**src/rtl/jtag_scan_master.sv**
```systemverilog
// JTAG scan master: turns reset / IR scan / DR scan / idle commands into
// TCK/TMS/TDI sequences for a target TAP and returns captured TDO bits.
module jtag_scan_master #(
    parameter int CLK_DIV = 2,
    parameter int MAX_LEN = 32
) (
    input  logic                         clk,
    input  logic                         rst_n,
    input  logic                         cmd_valid,
    output logic                         cmd_ready,
    input  logic [1:0]                   cmd_op,
    input  logic [$clog2(MAX_LEN+1)-1:0] cmd_len,
    input  logic [MAX_LEN-1:0]           cmd_data,
    output logic                         rsp_valid,
    input  logic                         rsp_ready,
    output logic [MAX_LEN-1:0]           rsp_data,
    output logic                         tck,
    output logic                         tms,
    output logic                         tdi,
    input  logic                         tdo
);

    localparam int LW = $clog2(MAX_LEN + 1);
    localparam int DW = (CLK_DIV > 1) ? $clog2(CLK_DIV) : 1;

    localparam logic [DW-1:0] DIV_LAST = DW'(CLK_DIV - 1);
    localparam logic [LW-1:0] LEN_MAX  = LW'(MAX_LEN);
    localparam logic [LW-1:0] IDX_ONE   = LW'(1);
    localparam logic [LW-1:0] IDX_TWO   = LW'(2);
    localparam logic [LW-1:0] IDX_THREE = LW'(3);
    localparam logic [LW-1:0] IDX_FOUR  = LW'(4);
    localparam logic [LW-1:0] IDX_FIVE  = LW'(5);

    localparam logic [2:0] S_IDLE  = 3'd0;
    localparam logic [2:0] S_RESET = 3'd1;
    localparam logic [2:0] S_PRE   = 3'd2;
    localparam logic [2:0] S_SHIFT = 3'd3;
    localparam logic [2:0] S_POST  = 3'd4;
    localparam logic [2:0] S_RSP   = 3'd5;

    localparam logic [1:0] OP_RST  = 2'b00;
    localparam logic [1:0] OP_IR   = 2'b01;
    localparam logic [1:0] OP_DR   = 2'b10;
    localparam logic [1:0] OP_IDLE = 2'b11;

    logic [2:0]         r_state;
    logic [LW-1:0]      r_idx;
    logic [1:0]         r_op;
    logic [LW-1:0]      r_len;
    logic               r_tapSynced;
    logic [DW-1:0]      r_div;
    logic               r_tck;
    logic               r_tms;
    logic               r_tdi;
    logic [MAX_LEN-1:0] r_data;
    logic [MAX_LEN-1:0] r_mask;
    logic [MAX_LEN-1:0] r_rsp;

    logic          w_accept;
    logic [LW-1:0] w_lenClamp;
    logic          w_running;
    logic          w_halfDone;
    logic          w_rise;
    logic          w_tickDone;
    logic          w_shiftData;
    logic [1:0]    w_opSel;
    logic [LW-1:0] w_lenSel;
    logic [2:0]    w_bodyState;
    logic [LW-1:0] w_lastPre;
    logic [2:0]    w_nxState;
    logic [LW-1:0] w_nxIdx;
    logic          w_nxTms;

    assign w_accept    = cmd_valid && (r_state == S_IDLE);
    assign w_lenClamp  = (cmd_len > LEN_MAX) ? LEN_MAX : cmd_len;
    assign w_running   = (r_state == S_RESET) || (r_state == S_PRE) ||
                         (r_state == S_SHIFT) || (r_state == S_POST);
    assign w_halfDone  = (r_div == DIV_LAST);
    assign w_rise      = w_running && w_halfDone && !r_tck;
    assign w_tickDone  = w_running && w_halfDone && r_tck;
    assign w_shiftData = (r_state == S_SHIFT) && (r_op != OP_IDLE);
    assign w_opSel     = w_accept ? cmd_op : r_op;
    assign w_lenSel    = w_accept ? w_lenClamp : r_len;
    assign w_bodyState = (w_opSel == OP_IDLE) ? S_SHIFT : S_PRE;
    assign w_lastPre   = (r_op == OP_IR) ? IDX_FOUR : IDX_THREE;

    assign cmd_ready = (r_state == S_IDLE);
    assign rsp_valid = (r_state == S_RSP);
    assign rsp_data  = r_rsp;
    assign tck       = r_tck;
    assign tms       = r_tms;
    assign tdi       = r_tdi;

    // Pick the next sequence position, either on command accept or when a tick ends.
    always_comb begin
        w_nxState = r_state;
        w_nxIdx   = r_idx;
        if (w_accept) begin
            w_nxIdx = '0;
            case (cmd_op)
                OP_RST:       w_nxState = S_RESET;
                OP_IR, OP_DR: w_nxState = (w_lenClamp == '0) ? S_RSP :
                                          (!r_tapSynced ? S_RESET : S_PRE);
                default:      w_nxState = (w_lenClamp == '0) ? S_IDLE :
                                          (!r_tapSynced ? S_RESET : S_SHIFT);
            endcase
        end else if (w_tickDone) begin
            case (r_state)
                S_RESET: begin
                    if (r_idx != IDX_FIVE) begin
                        w_nxIdx = r_idx + IDX_ONE;
                    end else begin
                        w_nxIdx   = '0;
                        w_nxState = (r_op == OP_RST) ? S_IDLE : w_bodyState;
                    end
                end
                S_PRE: begin
                    if (r_idx != w_lastPre) begin
                        w_nxIdx = r_idx + IDX_ONE;
                    end else begin
                        w_nxIdx   = '0;
                        w_nxState = S_SHIFT;
                    end
                end
                S_SHIFT: begin
                    if (r_idx != (r_len - IDX_ONE)) begin
                        w_nxIdx = r_idx + IDX_ONE;
                    end else begin
                        w_nxIdx   = '0;
                        w_nxState = (r_op == OP_IDLE) ? S_IDLE : S_POST;
                    end
                end
                S_POST: begin
                    if (r_idx == '0) begin
                        w_nxIdx = IDX_ONE;
                    end else begin
                        w_nxIdx   = '0;
                        w_nxState = S_RSP;
                    end
                end
                default: w_nxState = r_state;
            endcase
        end
    end

    // TMS value for the tick that starts at the next sequence position.
    always_comb begin
        w_nxTms = r_tms;
        case (w_nxState)
            S_RESET: w_nxTms = (w_nxIdx != IDX_FIVE);
            S_PRE:   w_nxTms = (w_nxIdx == IDX_ONE) ||
                               ((w_opSel == OP_IR) && (w_nxIdx == IDX_TWO));
            S_SHIFT: w_nxTms = (w_opSel != OP_IDLE) && (w_nxIdx == (w_lenSel - IDX_ONE));
            S_POST:  w_nxTms = (w_nxIdx == '0);
            default: w_nxTms = r_tms;
        endcase
    end

    // TCK generator: low then high half-periods while a sequence runs, parked low otherwise.
    always_ff @(posedge clk or negedge rst_n) begin
        if (!rst_n) begin
            r_div <= '0;
            r_tck <= 1'b0;
        end else if (!w_running) begin
            r_div <= '0;
            r_tck <= 1'b0;
        end else if (w_halfDone) begin
            r_div <= '0;
            r_tck <= ~r_tck;
        end else begin
            r_div <= r_div + DW'(1);
        end
    end

    // Sequencer state, TMS and the sticky TAP-synchronised flag.
    always_ff @(posedge clk or negedge rst_n) begin
        if (!rst_n) begin
            r_state     <= S_IDLE;
            r_idx       <= '0;
            r_op        <= OP_RST;
            r_len       <= '0;
            r_tms       <= 1'b1;
            r_tapSynced <= 1'b0;
        end else begin
            if (w_accept) begin
                r_op  <= cmd_op;
                r_len <= w_lenClamp;
            end
            if (w_accept || w_tickDone) begin
                r_state <= w_nxState;
                r_idx   <= w_nxIdx;
                r_tms   <= w_nxTms;
            end else if ((r_state == S_RSP) && rsp_ready) begin
                r_state <= S_IDLE;
            end
            if (w_tickDone && (r_state == S_RESET) && (r_idx == IDX_FIVE)) begin
                r_tapSynced <= 1'b1;
            end
        end
    end

    // Shift data out on TDI LSB first and collect TDO into the bit selected by the one-hot mask.
    always_ff @(posedge clk or negedge rst_n) begin
        if (!rst_n) begin
            r_data <= '0;
            r_mask <= '0;
            r_rsp  <= '0;
            r_tdi  <= 1'b0;
        end else if (w_accept) begin
            r_data <= cmd_data;
            r_mask <= {{(MAX_LEN-1){1'b0}}, 1'b1};
            r_rsp  <= '0;
            r_tdi  <= 1'b0;
        end else begin
            if (w_rise && w_shiftData && tdo) begin
                r_rsp <= r_rsp | r_mask;
            end
            if (w_tickDone) begin
                if (w_shiftData) begin
                    r_mask <= r_mask << 1;
                    r_data <= r_data >> 1;
                end
                if ((w_nxState == S_SHIFT) && (r_op != OP_IDLE)) begin
                    r_tdi <= (r_state == S_SHIFT) ? r_data[1] : r_data[0];
                end else begin
                    r_tdi <= 1'b0;
                end
            end
        end
    end

endmodule
```
**config.mk**
```make
export PLATFORM = sky130hd
export DESIGN_NAME = jtag_scan_master
export DESIGN_NICKNAME = d
export VERILOG_FILES = /design/src/rtl/jtag_scan_master.sv
export SDC_FILE = /design/constraint.sdc
export NUM_CORES = 1
export LEC_CHECK = 0
export CAP_MARGIN = 20
export CORE_MARGIN = 2
export CORE_UTILIZATION = 25
export CTS_CLUSTER_SIZE = 30
export DETAILED_ROUTE_END_ITERATION = 10
export MAX_ROUTING_LAYER = met4
export PLACE_DENSITY_LB_ADDON = 0.3
export SYNTH_ARGS = -nofsm -noshare
export SYNTH_HDL_FRONTEND = slang
export SYNTH_SLANG_ARGS = --single-unit
export TNS_END_PERCENT = 1
```
**constraint.sdc**
```tcl
create_clock -name clk -period 7.2 [get_ports clk]
set_input_delay 0.72 -clock clk [delete_from_list [all_inputs] [get_ports clk]]
set_output_delay 0.72 -clock clk [all_outputs]
set_load 0.1 [all_outputs]
```
After elaboration in Yosys (flattened, before gate mapping)
Index checks and enable logic that the tools add are counted.
{"block": "word_totals", "ff_bits": 118, "inputBits": 45, "out_inout_bits": 37, "word_cells": 123}
{"block": "classes", "n_addsub": 4, "magnitude_cmp": 1, "eq_ne": 26, "n_mux": 45, "bitwise_logic": 2, "n_reduce_logical": 33}
{"cell": "2-to-1 mux 32 bit", "n": 8}
{"cell": "2-to-1 mux 6 bit", "n": 7}
{"cell": "2-to-1 mux 3 bit", "n": 11}
{"cell": "OR 32 bit", "n": 1}
{"cell": "case mux 6 bit (4 select lines)", "n": 1}
{"cell": "logical NOT 6 bit", "n": 3}
{"cell": "logical AND 1 bit", "n": 13}
{"cell": "equality test 3 x 2 -> 1 bit, second input constant", "n": 4}
{"cell": "inequality test 6 x 3 -> 1 bit, second input constant", "n": 2}
{"cell": "case mux 3 bit (4 select lines)", "n": 1}
{"cell": "subtractor 6 x 1 -> 6 bit, second input constant", "n": 2}
{"cell": "2-to-1 mux 1 bit", "n": 10}
{"cell": "2-to-1 mux 2 bit", "n": 5}
{"cell": "equality test 3 bit, second input constant", "n": 3}
{"cell": "nonzero test 2 bit", "n": 4}
{"cell": "adder 6 x 1 -> 6 bit, second input constant", "n": 1}
{"cell": "equality test 2 x 1 -> 1 bit, second input constant", "n": 3}
{"cell": "equality test 2 bit, second input constant", "n": 3}
{"cell": "equality test 3 x 1 -> 1 bit, second input constant", "n": 2}
{"cell": "equality test 6 x 1 -> 1 bit, second input constant", "n": 1}
{"cell": "equality test 6 x 2 -> 1 bit, second input constant", "n": 1}
{"cell": "equality test 6 x 3 -> 1 bit, second input constant", "n": 1}
{"cell": "equality test 6 bit", "n": 1}
{"cell": "greater-than comparator 6 bit, second input constant", "n": 1}
{"cell": "14 further kinds", "n": 22}

Longest topological paths before layout
Gate-level depths: netlist (run 1).
{"block": "logic_depth", "word_depth": 15, "mapped_depth": 16, "mapped_depth_nobuf": 14}

Worst setup path after synthesis (run 1)
No wires, ideal clock.
{"block": "synth_timing", "path_kind": "input to register", "start": "in cmd_valid", "end": "reg r_tms (netlist: tms)", "setup_time_ps": 75, "arrival_time_ps": 3652, "path_slack_ps": 3474, "path_stages": 15, "path_cell_list": "or4b_1 clkbuf_1 clkbuf_1 nand2_1 and2_1 ha_1 or4bb_1 a21oi_1 o21a_1 a311oi_1 a2111oi_0 nand4_1 a2111oi_2 a21oi_1 o211ai_2"}
{"block": "synth_between", "elab_chain_cells": 12, "word_cells_on_any_way": 30, "classes_between": "add/sub: 1; eq/ne: 11; mux: 10; reduce/logical: 8"}
{"item": "from (decl)", "line": "9", "source": "input logic cmd_valid,"}
{"item": "logical AND 1 bit (*)", "line": "74", "source": "assign w_accept = cmd_valid && (r_state == S_IDLE);"}
{"item": "2-to-1 mux 2 bit", "line": "82", "source": "assign w_opSel = w_accept ? cmd_op : r_op;"}
{"item": "equality test 2 bit", "line": "84", "source": "assign w_bodyState = (w_opSel == OP_IDLE) ? S_SHIFT : S_PRE;"}
{"item": "2-to-1 mux 1 bit", "line": "84"}
{"item": "2-to-1 mux 2 bit", "line": "114", "source": "w_nxState = (r_op == OP_RST) ? S_IDLE : w_bodyState;"}
{"item": "2-to-1 mux 3 bit", "line": "110", "source": "if (r_idx != IDX_FIVE) begin"}
{"item": "case mux 3 bit (4 select lines)", "line": "108", "source": "case (r_state)"}
{"item": "2-to-1 mux 3 bit", "line": "107", "source": "end else if (w_tickDone) begin"}
{"item": "2-to-1 mux 3 bit", "line": "98", "source": "if (w_accept) begin"}
{"item": "equality test 3 x 2 -> 1 bit (tied with other cells)", "line": "149", "source": "case (w_nxState)"}
{"item": "nonzero test 4 bit (no line)"}
{"item": "AND reduction 2 bit (no line)"}
{"item": "to (signal assigned)", "line": "192", "source": "r_tms <= w_nxTms;"}
{"item": "to (decl)", "line": "53", "source": "logic r_tms;"}
Every way passes the cells marked *; elsewhere a longest branch is shown, timed or not.
A chain may end at the register's enable or synchronous reset.

Final worst setup path (run 1)
{"block": "layout_timing", "start": "in cmd_valid", "end": "reg r_tms (netlist: tms)"}
{"block": "layout_between", "word_cells_on_any_way": 30, "classes_between": "add/sub: 1; eq/ne: 11; mux: 10; reduce/logical: 8"}
{"item": "logical AND 1 bit", "line": "74"}
{"item": "2-to-1 mux 6 bit", "line": "83", "source": "assign w_lenSel = w_accept ? w_lenClamp : r_len;"}
{"item": "via w_lenSel[0]", "line": "67", "source": "logic [LW-1:0] w_lenSel;"}
{"item": "subtractor 6 x 1 -> 6 bit", "line": "153", "source": "S_SHIFT: w_nxTms = (w_opSel != OP_IDLE) && (w_nxIdx == (w_lenSel - IDX_ONE));"}
{"item": "equality test 6 bit", "line": "153"}
{"item": "logical AND 1 bit", "line": "153"}
{"item": "case mux 1 bit (4 select lines)", "line": "149"}
The timed path passes the listed nets, and every way through them passes these cells.

==> results of run 1 <==
-- cell usage in the layout, fill, tap and decap left out, types with 3 or more instances in the layout --
cell type	count
nor3_1	15
a21oi_1	74
nor2b_1	6
a22oi_1	31
o211ai_1	3
nor4_1	4
nand3b_1	5
nand3_1	7
or2_2	4
dfrtp_1	117
nand2_1	148
o22ai_1	3
nand4_1	6
buf_4	9
nor2_1	53
xnor2_1	6
o21ai_0	16
bufinv_16	7
clkdlybuf4s50_1	80
or3_1	6
and3_1	4
a32o_1	3
o21a_1	4
clkbuf_16	17
ha_1	7
nand2b_1	8
inv_1	15
xor2_1	5
-- state kept, by name (all words and copies together) (netlist names) --
signal and count:
tck 1, r_idx 6, r_op 2, r_len 6
rsp_data 32, r_data 32, tdi 1, r_tapSynced 1
r_state 3, tms 1, r_mask 32, r_div 1
-- layout make-up --
cell class | instances | area, um^2
diodes | 1 | 2.50
clock buffers | 20 | 457
clock inverters | 12 | 245
fillers | 2373 | 15100
inverters | 15 | 56.3
multi-input cells | 471 | 2660
flip-flops and latches | 118 | 2950
well taps | 313 | 392
repair buffers | 89 | 868
-- per-layer routing --
metal | GRT usage [%] | share of wire (%)
met4 | 3.41 | 0.63
met3 | 4.26 | 5.8
met1 | 19.3 | 49
met5 | - | 0
met2 | 19.7 | 45
-- power by group through the flow --
| stage | Sequential, mW | Combinational [mW] | Clock, mW |
|---|---|---|---|
| after detailed placement | 1.22 | 1.93 | 0 |
| after floorplan | 1.81 | 0.834 | 0 |
| after global routing | 1.25 | 2.08 | 1.07 |
| after global placement | 1.22 | 1.91 | 0 |
| final | 1.20 | 1.92 | 1.01 |
| after CTS | 1.21 | 1.93 | 1.04 |
-- cells by family (layout without fill, tap and decap cells) --
kind of cell,Yosys count,in the layout
compound gates,163,163
xor+xnor,12,12
fa+ha+maj,8,8
buf+inv,55,136
flops,118,118
mux,3,3
other cells,0,1
simple gates,285,285
-- final timing paths --
kind	from	endpoint	slack (ns)	depth (start not counted)
min in group clk	r_data[4]	r_data[4]	0.47	2
max in group asynchronous	rst_n	r_data[5]	5.51	2
max	cmd_valid	tms	2.92	15
min	rst_n	r_idx[3]	0.38	1
min reg2reg	r_data[4]	r_data[4]	0.47	2
max reg2reg	r_state[1]	tms	3.10	14
-- worst max-delay path, stage by stage --
cell and delay, ns:
clkdlybuf4s50_1 0.54, nor4b_4 0.21, buf_4 0.50, o21ai_0 0.30, inv_1 0.11, ha_1 0.21, or4bb_1 0.48, a21oi_1 0.13
o21a_1 0.15, a311oi_1 0.05, a2111oi_0 0.45, nand4_1 0.20, a2111oi_2 0.31, a21oi_1 0.09, o211ai_2 0.14
-- through the flow --
stage	cells	hold slack (ns)	power, mW	instance area (um^2)
after global placement	1006	0.460	3.13	6930
after detailed placement	1006	0.463	3.14	6930
after global routing	1039	0.441	4.40	7630
final	1039	0.382	4.14	7630
after CTS	1038	0.409	4.18	7630
after floorplan	644	0.424	2.64	5840
==> impl_metrics.csv, run 1 <==
group,metric,value,unit
setup_path,arrival,4.62,ns
yosys,synth_top_area_share,50.2,%
detailed_routing,drt_iter0_markers,364,
yosys,yosysUniqueCellTypes,72,
detailed_routing,via_per_inst,4.69,
global_route,grt_pass1_vias,4838,
detailed_routing,drc_errors,0,
floorplan,start_util,25.6,%
yosys,synth_edf_count,0,
yosys,yosys-top-cells-area,"dfrtp_1, nand2_1, a21oi_1",
yosys,synth-xor-area-share,2.04,%
yosys,synth.most_common_cell,"nand2_1",
power_and_ir_drop,p_seq_share,29.1,%
cts,numCtsBuffers,17,
global_route,grt_max_degree,66,
cts,htree_levels,4,
global_route,grt_pass1_wl,26100,um
setup_path,crit_type,"in -> reg",
setup_path,path_max_fanout,54,
cts,clkLatencyLatePin,0.42,ns
yosys,synth_compound_area_share,18.3,%
power_and_ir_drop,p_per_area,542,mW/mm^2
power_and_ir_drop,combPwrFrac,46.4,%
yosys,seq_area_frac_synth,50.6,%
timing,layout_setup_ws,2.92,ns
cells_and_area,synthToLayoutAreaGrowth,30.8,%
yosys,ys_seq_elements,118,
yosys,muxShareOfSynthArea,0.557,%
power_and_ir_drop,vdd_drop_max,278,uV
placement,place_ws,2.50,ns
timing,fmax,233,MHz
worst_hold_path,min_path_type,"in -> async",
timing,relSlewSlack,31.6,%
cts,hold_buffers,0,
run,max-cap-violations,0,
detailed_routing,totalWireLength,15800,um
timing,fin_skew,0.00886,ns
detailed_routing,dr_total_vias,4876,
setup_path,startpoint_type,"primary input",
timing,finalHoldViolCount,0,
floorplan,die_x,157,um
cts,post-cts-setup-buffers,0,
placement,port_buffers,81,
yosys,syn_nets,696,
cts,clkSlewWorstSetupHoldPaths,0.06,ns
detailed_routing,routedWlPerCell,15.2,um
timing,fin_crit_sh,59.5,%
cells_and_area,num-nets-final,764,
timing,setup_viol,0,
power_and_ir_drop,p_int,2.22,mW
yosys,synth_top_area_cell,"dfrtp_1",
outcome,status,"completed",
floorplan,die_area,0.0246,mm^2
timing,slew_viol_final,0,
yosys,synthSimpleGateAreaFrac,22.6,%
yosys,synth_cells,644,
cells_and_area,drive_gt1_share,8.28,%
detailed_routing,first_pass_iters,4,
global_route,track_usage,13.9,%
global_route,antenna_found_initial,1,
cells_and_area,final_core_util,33.5,%
floorplan,core_area,0.0228,mm^2
yosys,ys_warn_count,0,
floorplan,num_rows,55,
cts,cts.repair.resized,0,
floorplan,die_y,157,um
timing,tns,0,ns
global_route,overflow,0,
yosys,syn_area_per_cell,9.07,um^2
yosys,synth_common_cells,"nand2_1, dfrtp_1, a21oi_1",
cts,cts_root_buf,"clkbuf_16",
cts,cts_tree,"yes",
cts,clock_sinks,118,
placement,gp_congestion,0.852,
power_and_ir_drop,switching_power,1.92,mW
yosys,ys.flop_type,"dfrtp_1",
yosys,synth.cell_area,0.00584,mm^2
yosys,synth_top_family_by_area,"simple AND/OR/NAND/NOR gates",
timing,tightest_slew,1.02,ns
yosys,synthAdderAreaFrac,1.67,%
placement,dp_hpwl,10300,um
setup_path,required,7.54,ns
yosys,ys_async_sr_fraction,100,%
floorplan,num_io_pins,82,
power_and_ir_drop,clockPowerShare,24.5,%
power_and_ir_drop,sw_frac_of_total,46.5,%
power_and_ir_drop,leakage,3.28,nW
cts,clk_path_buf_depth,2,
timing,rsz0062_at_grt,"false",
timing,fin_crit,4.28,ns
setup_path,end_kind,"flop",
detailed_routing,postRouteAntennaNets,0,
Note: power is estimated with default switching activity, not from simulation.
==> run 2, diff against run 1 <==
==> constraint.sdc (replaced) <==
create_clock -name clk -period 4.23 [get_ports clk]
set_input_delay 0.423 -clock clk [delete_from_list [all_inputs] [get_ports clk]]
set_output_delay 0.423 -clock clk [all_outputs]
set_load 0.1 [all_outputs]
==> run 2 against run 1 <==
Cell area down 1.3%. Critical path depth unchanged. Count of clock-buffer cells in the layout down 3. Clock skew down 0.0015 ns. Routed wire length down 0.30%. Worst hold slack worse by 0.32 ns. Highest routed layer unchanged.
==> impl_metrics.csv, run 2 (synthesized netlist as in run 1, its figures left out) <==
group,metric,value,unit
outcome,status,"completed",
cells_and_area,num-nets-final,766,
timing,rsz0062_at_grt,"false",
timing,slew_viol_final,0,
global_route,antenna_found_initial,1,
timing,fin_crit,3.72,ns
cells_and_area,synthToLayoutAreaGrowth,29.0,%
cells_and_area,final_common_cell,"nand2_1",
cts,cts_root_buf,"clkbuf_16",
detailed_routing,dr_total_vias,4836,
placement,port_buffers,81,
cts,htree_levels,4,
floorplan,die_x,157,um
floorplan,num_rows,55,
setup_path,crit_type,"reg -> reg",
setup_path,path_max_fanout,18,
cts,cts_tree,"yes",
detailed_routing,routedWlPerCell,15.1,um
detailed_routing,via_per_inst,4.65,
timing,tightest_slew,1.05,ns
cts,clk_path_buf_depth,2,
timing,tns,0,ns
placement,place_ws,0.209,ns
floorplan,num_io_pins,82,
global_route,grt_pass1_wl,25900,um
detailed_routing,postRouteAntennaNets,0,
timing,fin_crit_sh,88.1,%
worst_hold_path,min_path_type,"in -> async",
detailed_routing,totalWireLength,15700,um
setup_path,timing.rr.start,"r_state[1]",
cts,clkLatencyLatePin,0.42,ns
cts,cts.repair.resized,0,
setup_path,startpoint_type,"flop",
global_route,track_usage,13.9,%
power_and_ir_drop,p_per_area,896,mW/mm^2
placement,gp_congestion,0.880,
cells_and_area,final_core_util,33.1,%
cts,clkSlewWorstSetupHoldPaths,0.06,ns
timing,fmax,268,MHz
cells_and_area,final_cell_mix,"nand2_1, dfrtp_1, clkdlybuf4s50_1, a21oi_1, nor2_1",
setup_path,end_kind,"flop",
timing,layout_setup_ws,0.505,ns
global_route,grt_max_degree,119,
timing,relSlewSlack,29.7,%
setup_path,r2r_cells,15,
placement,dp_cells,1008,
floorplan,die_y,157,um
placement,dp_hpwl,10300,um
setup_path,required,4.58,ns
setup_path,arrival,4.07,ns
cts,post-cts-setup-buffers,0,
power_and_ir_drop,vdd_drop_max,431,uV
cts,numCtsBuffers,17,
timing,setup_viol,0,
setup_path,r2r_end,"tms",
cells_and_area,fin_cells,1041,
timing,finalHoldViolCount,0,
detailed_routing,first_pass_iters,5,
timing,fin_skew,0.00739,ns
cts,clock_sinks,118,
floorplan,die_area,0.0246,mm^2
run,max-cap-violations,0,
floorplan,start_util,25.6,%
global_route,overflow,0,
detailed_routing,drc_errors,0,
floorplan,core_area,0.0228,mm^2
detailed_routing,drt_iter0_markers,314,
setup_path,reg2reg_slack,0.51,ns
power_and_ir_drop,leakage,3.23,nW
cells_and_area,drive_gt1_share,8.67,%
cts,hold_buffers,0,
global_route,grt_pass1_vias,4851,
-- run 2: worst max path at each step --
| stage | start | end | slack, ns | depth (start not counted) |
|---|---|---|---|---|
| floorplan | r_state[2] | tms | 0.69 | 16 |
| finish | r_state[1] | tms | 0.51 | 15 |
| CTS | r_state[1] | tms | 0.54 | 13 |
| global route | r_state[1] | tms | 0.25 | 15 |
| global placement | cmd_valid | tms | 0.24 | 16 |
| detailed placement | cmd_valid | tms | 0.21 | 16 |
-- run 2: layout make-up --
| type | count | area, um^2 |
|---|---|---|
| well taps | 313 | 392 |
| flip-flops and latches | 118 | 2950 |
| fillers | 2389 | 15200 |
| repair buffers | 91 | 896 |
| clock buffers | 17 | 425 |
| inverters | 15 | 56.3 |
| diodes | 1 | 2.50 |
| clock inverters | 15 | 146 |
| multi-input cells | 471 | 2660 |
-- run 2: routing by layer --
metal | track usage [%] | wire (um) | vias up
li1 | - | - | 2389
met1 | 18.5 | 7620 | 2316
met2 | 20.2 | 6930 | 114
met3 | 4.32 | 979 | 17
met4 | 4.33 | 182 | 0
met5 | - | 0 | -
-- run 2: critical path, stage by stage, from the launching register on --
cell and delay (ns):
dfrtp_1 0.55, nor4b_4 0.41, buf_4 0.29, nand3b_1 0.10, o21ai_0 0.18, inv_1 0.09, ha_1 0.26, nor3b_1 0.16
xnor2_1 0.21, and2_1 0.18, a311oi_1 0.04, a2111oi_0 0.42, nand4_1 0.19, a2111oi_2 0.32, a21oi_1 0.10, o211ai_2 0.15
-- run 2: metrics by stage --
stage	hold slack [ns]	cell area, um^2	total power [mW]
after floorplan	0.127	5840	4.49
after CTS	0.125	7530	6.81
final	0.0590	7530	6.74
after global placement	0.458	6960	5.35
after global routing	0.144	7530	7.19
after detailed placement	0.463	6960	5.37
-- run 2: report_power, final --
part / internal [mW] / total [mW] / switching (mW)
Combinational: 0.979 / 3.28 / 2.30
Sequential: 1.60 / 2.06 / 0.451
Clock: 0.822 / 1.41 / 0.584
Total: 3.40 / 6.74 / 3.34
